--- src/rtl/sram_tiled_wrapper_pkg.sv ---
// Shared types and sizing helpers for the tiled SRAM wrapper.
package sram_tiled_pkg;

  typedef enum logic {CLEAR, RUN} state_e;

  localparam int RD_LAT = 2;

  function automatic int num_rows(input int addr_w, input int macro_addr_w);
    return (addr_w >= macro_addr_w) ? (1 << (addr_w - macro_addr_w)) : 1;
  endfunction

  function automatic int num_cols(input int data_w, input int macro_data_w);
    return data_w / macro_data_w;
  endfunction

endpackage

--- src/rtl/sram_tiled_wrapper_if.sv ---
// Request/response bundle between a requester and the tiled SRAM wrapper.
interface sram_tiled_wrapper_if #(
  parameter int ADDR_W   = 6,
  parameter int DATA_W   = 32,
  parameter int NUM_COLS = 2
);
  logic                req_valid;
  logic                req_ready;
  logic                req_wmode;
  logic [ADDR_W-1:0]   req_addr;
  logic [DATA_W-1:0]   req_wdata;
  logic [NUM_COLS-1:0] req_wmask;
  logic                rsp_valid;
  logic [DATA_W-1:0]   rsp_rdata;
  logic                init_done;

  modport master (
    output req_valid, req_wmode, req_addr, req_wdata, req_wmask,
    input  req_ready, rsp_valid, rsp_rdata, init_done
  );

  modport slave (
    input  req_valid, req_wmode, req_addr, req_wdata, req_wmask,
    output req_ready, rsp_valid, rsp_rdata, init_done
  );
endinterface

--- src/rtl/sram_tiled_wrapper_tile.sv ---
// One macro site. sram1rw_macro is a behavioural stand-in for the hard cell;
// the macro generation flow swaps the cell name inside sram_tile only.
module sram1rw_macro #(
  parameter int AW = 4,
  parameter int DW = 16
) (
  input  logic          clk,
  input  logic          csb,
  input  logic          web,
  input  logic          oeb,
  input  logic [AW-1:0] addr,
  input  logic [DW-1:0] din,
  output logic [DW-1:0] dout
);
  logic [DW-1:0] mem [2**AW];

  always_ff @(posedge clk) begin
    if (!csb) begin
      if (!web)      mem[addr] <= din;
      else if (!oeb) dout      <= mem[addr];
    end
  end
endmodule

module sram_tile #(
  parameter int MACRO_ADDR_W = 4,
  parameter int MACRO_DATA_W = 16
) (
  input  logic                    i_clk,
  input  logic                    i_csb,
  input  logic                    i_web,
  input  logic                    i_oeb,
  input  logic [MACRO_ADDR_W-1:0] i_addr,
  input  logic [MACRO_DATA_W-1:0] i_din,
  output logic [MACRO_DATA_W-1:0] o_dout
);
  sram1rw_macro #(.AW(MACRO_ADDR_W), .DW(MACRO_DATA_W)) u_macro (
    .clk  (i_clk),
    .csb  (i_csb),
    .web  (i_web),
    .oeb  (i_oeb),
    .addr (i_addr),
    .din  (i_din),
    .dout (o_dout)
  );
endmodule

--- src/rtl/sram_tiled_wrapper.sv ---
// Logical 2^ADDR_W x DATA_W memory built from a NUM_ROWS x NUM_COLS macro grid,
// with valid/ready requests, per-column write mask and optional zero-fill.
module sram_tiled_wrapper
  import sram_tiled_pkg::*;
#(
  parameter int ADDR_W       = 6,
  parameter int DATA_W       = 32,
  parameter int MACRO_ADDR_W = 4,
  parameter int MACRO_DATA_W = 16,
  parameter bit INIT_ZERO    = 1'b1
) (
  input  logic                clk,
  input  logic                rst,
  sram_tiled_wrapper_if.slave bus
);
  localparam int NUM_ROWS = num_rows(ADDR_W, MACRO_ADDR_W);
  localparam int NUM_COLS = num_cols(DATA_W, MACRO_DATA_W);
  localparam int ROW_W    = (NUM_ROWS > 1) ? $clog2(NUM_ROWS) : 1;

  if (ADDR_W < MACRO_ADDR_W) begin : g_bad_addr
    $error("sram_tiled_wrapper: ADDR_W must be >= MACRO_ADDR_W");
  end
  if ((DATA_W % MACRO_DATA_W) != 0) begin : g_bad_data
    $error("sram_tiled_wrapper: DATA_W must be a multiple of MACRO_DATA_W");
  end

  state_e                              r_state;
  logic [MACRO_ADDR_W-1:0]             r_clr_cnt;
  logic                                r_ready;
  logic                                r_init_done;
  logic [NUM_ROWS-1:0][NUM_COLS-1:0]   r_csb;
  logic [NUM_ROWS-1:0][NUM_COLS-1:0]   r_web;
  logic [NUM_ROWS-1:0]                 r_oeb;
  logic [MACRO_ADDR_W-1:0]             r_addr;
  logic [DATA_W-1:0]                   r_wdata;
  logic [RD_LAT-1:0]                   r_vld_pipe;
  logic [RD_LAT-1:0][ROW_W-1:0]        r_row_pipe;
  logic                                r_rsp_valid;
  logic [DATA_W-1:0]                   r_rsp_rdata;

  logic [NUM_ROWS-1:0][DATA_W-1:0]     w_dout;
  logic                                w_accept;
  logic                                w_rd_acc;
  logic [ROW_W-1:0]                    w_row;
  logic [MACRO_ADDR_W-1:0]             w_maddr;

  // Shift form yields a constant-0 row when the grid is a single row deep.
  assign w_row    = ROW_W'(bus.req_addr >> MACRO_ADDR_W);
  assign w_maddr  = bus.req_addr[MACRO_ADDR_W-1:0];
  assign w_accept = bus.req_valid && r_ready;
  assign w_rd_acc = w_accept && !bus.req_wmode;

  always_ff @(posedge clk) begin
    if (rst) begin
      r_state     <= INIT_ZERO ? CLEAR : RUN;
      r_clr_cnt   <= '0;
      r_ready     <= 1'b0;
      r_init_done <= 1'b0;
      r_csb       <= '1;
      r_web       <= '1;
      r_oeb       <= '1;
      r_addr      <= '0;
      r_wdata     <= '0;
      r_vld_pipe  <= '0;
      r_row_pipe  <= '0;
      r_rsp_valid <= 1'b0;
      r_rsp_rdata <= '0;
    end else begin
      r_csb <= '1;
      r_web <= '1;
      r_oeb <= '1;
      case (r_state)
        CLEAR: begin
          // Every macro writes zero at the same word each cycle.
          r_csb     <= '0;
          r_web     <= '0;
          r_addr    <= r_clr_cnt;
          r_wdata   <= '0;
          r_clr_cnt <= r_clr_cnt + 1'b1;
          if (r_clr_cnt == '1) begin
            r_state     <= RUN;
            r_ready     <= 1'b1;
            r_init_done <= 1'b1;
          end
        end
        RUN: begin
          r_ready     <= 1'b1;
          r_init_done <= 1'b1;
          if (w_accept) begin
            r_addr  <= w_maddr;
            r_wdata <= bus.req_wdata;
            if (bus.req_wmode) begin
              r_csb[w_row] <= ~bus.req_wmask;
              r_web[w_row] <= ~bus.req_wmask;
            end else begin
              r_csb[w_row] <= '0;
              r_oeb[w_row] <= 1'b0;
            end
          end
        end
      endcase

      r_vld_pipe  <= {r_vld_pipe[RD_LAT-2:0], w_rd_acc};
      r_row_pipe  <= {r_row_pipe[RD_LAT-2:0], w_row};
      r_rsp_valid <= r_vld_pipe[RD_LAT-1];
      if (r_vld_pipe[RD_LAT-1]) r_rsp_rdata <= w_dout[r_row_pipe[RD_LAT-1]];
    end
  end

  for (genvar gr = 0; gr < NUM_ROWS; gr++) begin : g_row
    for (genvar gc = 0; gc < NUM_COLS; gc++) begin : g_col
      sram_tile #(
        .MACRO_ADDR_W (MACRO_ADDR_W),
        .MACRO_DATA_W (MACRO_DATA_W)
      ) u_tile (
        .i_clk  (clk),
        .i_csb  (r_csb[gr][gc]),
        .i_web  (r_web[gr][gc]),
        .i_oeb  (r_oeb[gr]),
        .i_addr (r_addr),
        .i_din  (r_wdata[gc*MACRO_DATA_W +: MACRO_DATA_W]),
        .o_dout (w_dout[gr][gc*MACRO_DATA_W +: MACRO_DATA_W])
      );
    end
  end

  assign bus.req_ready = r_ready;
  assign bus.init_done = r_init_done;
  assign bus.rsp_valid = r_rsp_valid;
  assign bus.rsp_rdata = r_rsp_rdata;

endmodule

--- src/flat_wrapper.sv ---
// flat-port wrapper written by rule: the top's interface ports become plain ports
module sram_tiled_wrapper_flat import sram_tiled_pkg::*;
#(
  parameter int ADDR_W       = 6,
  parameter int DATA_W       = 32,
  parameter int MACRO_ADDR_W = 4,
  parameter int MACRO_DATA_W = 16,
  parameter bit INIT_ZERO    = 1'b1
)
  (clk, rst, bus_req_valid, bus_req_wmode, bus_req_addr, bus_req_wdata, bus_req_wmask, bus_req_ready, bus_rsp_valid, bus_rsp_rdata, bus_init_done);
  sram_tiled_wrapper_if #(.ADDR_W(ADDR_W), .DATA_W(DATA_W)) bus_i ();
  input  logic clk;
  input  logic rst;
  input wire logic [$bits(bus_i.req_valid)-1:0] bus_req_valid;
  input wire logic [$bits(bus_i.req_wmode)-1:0] bus_req_wmode;
  input wire logic [$bits(bus_i.req_addr)-1:0] bus_req_addr;
  input wire logic [$bits(bus_i.req_wdata)-1:0] bus_req_wdata;
  input wire logic [$bits(bus_i.req_wmask)-1:0] bus_req_wmask;
  output wire logic [$bits(bus_i.req_ready)-1:0] bus_req_ready;
  output wire logic [$bits(bus_i.rsp_valid)-1:0] bus_rsp_valid;
  output wire logic [$bits(bus_i.rsp_rdata)-1:0] bus_rsp_rdata;
  output wire logic [$bits(bus_i.init_done)-1:0] bus_init_done;
  assign bus_i.req_valid = bus_req_valid;
  assign bus_i.req_wmode = bus_req_wmode;
  assign bus_i.req_addr = bus_req_addr;
  assign bus_i.req_wdata = bus_req_wdata;
  assign bus_i.req_wmask = bus_req_wmask;
  assign bus_req_ready = bus_i.req_ready;
  assign bus_rsp_valid = bus_i.rsp_valid;
  assign bus_rsp_rdata = bus_i.rsp_rdata;
  assign bus_init_done = bus_i.init_done;
  sram_tiled_wrapper #(.ADDR_W(ADDR_W), .DATA_W(DATA_W), .MACRO_ADDR_W(MACRO_ADDR_W), .MACRO_DATA_W(MACRO_DATA_W), .INIT_ZERO(INIT_ZERO)) u_core (.clk(clk), .rst(rst), .bus(bus_i));
endmodule
--- config.mk ---
export PLATFORM = sky130hd
export DESIGN_NAME = sram_tiled_wrapper_flat
export DESIGN_NICKNAME = d
export VERILOG_FILES = /design/src/rtl/sram_tiled_wrapper_pkg.sv /design/src/rtl/sram_tiled_wrapper_if.sv /design/src/rtl/sram_tiled_wrapper_tile.sv /design/src/rtl/sram_tiled_wrapper.sv /design/src/flat_wrapper.sv
export SDC_FILE = /design/constraint.sdc
export NUM_CORES = 2
export LEC_CHECK = 0
export CAP_MARGIN = 10
export CORE_MARGIN = 3
export CORE_UTILIZATION = 25
export CTS_BUF_LIST = sky130_fd_sc_hd__clkbuf_2
export DETAILED_ROUTE_END_ITERATION = 16
export PLACE_DENSITY = 0.47
export SLEW_MARGIN = 0
export SYNTH_ARGS = -nofsm -noshare
export SYNTH_HDL_FRONTEND = slang
export SYNTH_SLANG_ARGS = --single-unit
export TNS_END_PERCENT = 10
--- constraint.sdc ---
create_clock -name clk -period 4.1 [get_ports clk]
set_input_delay 0.82 -clock clk [delete_from_list [all_inputs] [get_ports clk]]
set_output_delay 0.82 -clock clk [all_outputs]
set_load 0.03 [all_outputs]
==> impl_metrics.yaml <==
clock_tree:
  clk_latency_ps: 1580
  post_cts_buffers: 0
  cts.sinks: 2277
  cts_tree: "done"
  numCtsBuffers: 544
  cts_resized: 0
  root_buffer: "clkbuf_2"
  cts-hold-fix-buffers: 38
  clkTransAtPathRegs_ps: 130
  clk_path_buf_depth: 4
  h-tree-depth: 6
placement:
  routabilityCongestion: 0.7696
  pre_cts_slack_ps: 1051
  port_buffers: 78
  hpwl_um: 133900
  place_area_mm2: 0.09296
worst_setup_path:
  crit_required_ps: 3280
  cp_slowest_cell: "clkdlybuf4s50_1"
  max_stage_delay_ps: 780
  critPathMaxFanout: 8
  cp.arrival_ps: 2990
  rrSetupSlack_ps: 1170
  crit_family: "buffers and inverters"
  crit_path_end_kind: "output port"
  r2r-end: "u_core.g_row[2].g_col[1].u_tile.u_macro.mem[3][15]$_DFFE_PP_"
  reg2reg_depth: 4
  crit_path_cell_trace: "clkdlybuf4s50_1"
  path_buf_inv: 1
  crit_type: "reg2out"
  r2r_start: "u_core.r_addr[0]$_SDFFE_PP0P_"
  start_kind: "flop"
drt:
  ant_nets: 0
  drc: 0
  drt-pass1-iter-count: 7
  vias: 41820
  wl_per_cell_um: 24.57
  drtIter0Drc: 3390
  wl_um: 231100
  vias_per_cell: 4.445
timing:
  fin_crit_sh_pct: 93.02
  timing.slew.headroom_pct: 22.97
  tightestPinTransition_ps: 1153
  slew_viol_final: 0
  finalHoldViolations: 0
  fmax_mhz: 262.2
  period_needed_ps: 3814
  grt_setup_unrepaired: "no"
  setup_tns_ps: 0
  layout_setup_ws_ps: 286.2
  setup_violations: 0
  finalClockSkew_ps: 96.01
pwr:
  p_comb_share_pct: 3.5
  power_frac_seq_pct: 61.8
  p_leak_nw: 34.40
  p_int_mw: 31.26
  peakVddDrop_uv: 178.9
  power_density_mw_per_mm2: 417.4
  p_sw_mw: 9.615
  p_clk_share_pct: 34.7
  swShare_pct: 23.52
logic_synthesis:
  synth-main-ff-cell: "edfxtp_1"
  synthArstFlopShare_pct: 0
  synth-seq-cells: 2277
  synth.avg_cell_area_um2: 22.15
  synth_cell_types: 32
  synth_nets: 3891
  synth_edf_count: 2176
  syn_area_mm2: 0.08518
  synth_top_area_share_pct: 76.71
  synth_largest_area_cell: "edfxtp_1"
  synth_area_leaders: "edfxtp_1 77%, mux4_2 14%, dfxtp_1 2.4%"
  ys_warn_count: 0
  syn_inst: 3846
  synth_common_cells: "2176 x edfxtp_1, 544 x mux4_2, 256 x a22oi_1, 213 x nand2_1, 173 x nor2_1"
  yosysSeqAreaShare_pct: 79.08
  synth.most_common_cell: "edfxtp_1"
die:
  start_util_pct: 25.21
  die_x_um: 589.7
  row_count: 213
  coreArea_mm2: 0.3379
  ios: 79
  die-height_um: 589.7
  die_area_mm2: 0.3478
min_path:
  min_to: "u_core.r_web[0]$_SDFF_PP1_"
  worstHoldStart: "bus_req_wmask[0]"
  hold_path_class: "in2reg"
  holdPathStages: 4
cells_and_area:
  final_cell_area_mm2: 0.09791
  synthToLayoutAreaGrowth_pct: 14.94
  finish.utilization_pct: 28.97
  finalNetCount: 4573
  drive_gt1_share_pct: 35.86
global_routing:
  busiest_layer: "met2"
  gr-total-overflow: 0
  antenna_found_initial: 9
  grtUsageMet3_pct: 2.255
  grt_pass1_wl_um: 328100
  first_global_vias: 44780
  grt_start_max_net_pins: 111
  use_met1_pct: 16.58
  grt_use_total_pct: 13.00
  use_met2_pct: 22.30
flow_run:
  maxCapViolations: 0
outcome:
  status: "complete, no violations"
==> sequential cells by signal, indices dropped and copies added, names as in the netlist <==
| name | count |
|---|---|
| u_core.r_wdata | 32 |
| u_core.bus.rsp_rdata | 32 |
| u_core.r_csb | 8 |
| u_core.r_oeb | 4 |
| u_core.r_web | 8 |
| u_core.r_row_pipe | 4 |
| u_core.r_addr | 4 |
| u_core.g_row.g_col.u_tile.u_macro.mem | 2048 |
| u_core.bus.rsp_valid | 1 |
| u_core.g_row.g_col.u_tile.u_macro.dout | 128 |
| u_core.r_vld_pipe | 2 |
| u_core.r_clr_cnt | 4 |
| u_core.bus.req_ready | 1 |
| u_core.r_state | 1 |
==> routing by layer <==
layer,vias to the layer above,share of wire [%],wire (um)
met5,-,0,0
met4,0,2.9,6719
met3,380,4.7,10940
met2,1166,51,117200
met1,22540,42,96240
li1,17730,-,-
==> cell type report <==
type                       count  area [um2]
clock buffer                 771        3859
clock inverter               132       694.4
tap                         4515        5649
multi-input combinational   1343       17010
fill                       33650      240000
antenna                        8       20.02
sequential                  2277       67420
inverter                       1       3.754
timing repair buffer         361        3258
==> through the flow <==
stage / power [mW] / std cells / hold WS [ps]
finish: 40.87 / 9408 / 235.3
global placement: 27.22 / 8459 / 416.9
CTS: 41.61 / 9400 / 5.840
global route: 42.74 / 9404 / 69.51
floorplan: 26.73 / 3846 / 413.8
detailed placement: 27.23 / 8459 / 425.2
==> worst min-delay path: stages <==
cell             delay, ps
clkdlybuf4s50_1        560
nand2_1                260
o41ai_1                 90
nand2b_1                70
==> power groups by stage <==
stage	Combinational (mW)	Sequential (mW)	Clock, mW
detailed placement	1.44	25.8	0
floorplan	0.975	25.8	0
global route	1.53	25.3	15.9
global placement	1.44	25.8	0
CTS	1.47	25.3	14.9
finish	1.43	25.3	14.2
==> cell families after synthesis <==
kind of cell / count (synthesis) / share of synthesized area, %
flops: 2277 / 79.08
mux: 577 / 14.77
simple gates: 452 / 2.200
compound gates: 310 / 2.610
buf+inv: 226 / 1.291
xor+xnor: 3 / 0.03085
fa+ha+maj: 1 / 0.01469
==> worst max path at each step <==
stage                                      startpoint                                                          end  slack, ps  depth (start not counted)
global placement                        bus_req_valid                                u_core.r_addr[0]$_SDFFE_PP0P_       1030                          5
floorplan               u_core.r_addr[0]$_SDFFE_PP0P_  u_core.g_row[0].g_col[0].u_tile.u_macro.mem[7][0]$_DFFE_PP_       1700                          6
global route        u_core.bus.req_ready$_SDFFE_PP0P_                                                bus_req_ready        100                          1
finish              u_core.bus.req_ready$_SDFFE_PP0P_                                                bus_init_done        290                          1
detailed placement                      bus_req_valid                                u_core.r_addr[0]$_SDFFE_PP0P_       1050                          5
CTS                 u_core.bus.req_ready$_SDFFE_PP0P_                                                bus_init_done         30                          1
==> layout by cell type (no fill, tap or decap), types with 7 or more instances in the layout <==
master           count
a22oi_1            256
nor2_2              89
dfxtp_2             35
diode_2              8
mux2i_1             33
clkinv_1            90
nand2_1            212
clkdlybuf4s50_1     77
nand3_1              7
buf_4              224
or2_2                8
edfxtp_1          2176
bufinv_16            7
buf_12              21
inv_2               25
o21ai_0             12
dlygate4sd3_1       38
dfxtp_1             64
clkbuf_2           771
nand2b_1            16
a21oi_1             33
mux4_2             544
clkinv_2             9
nor3b_2              8
nor2_1              83
nor2b_1             13
No activity file was read; power rests on OpenSTA's default activity.
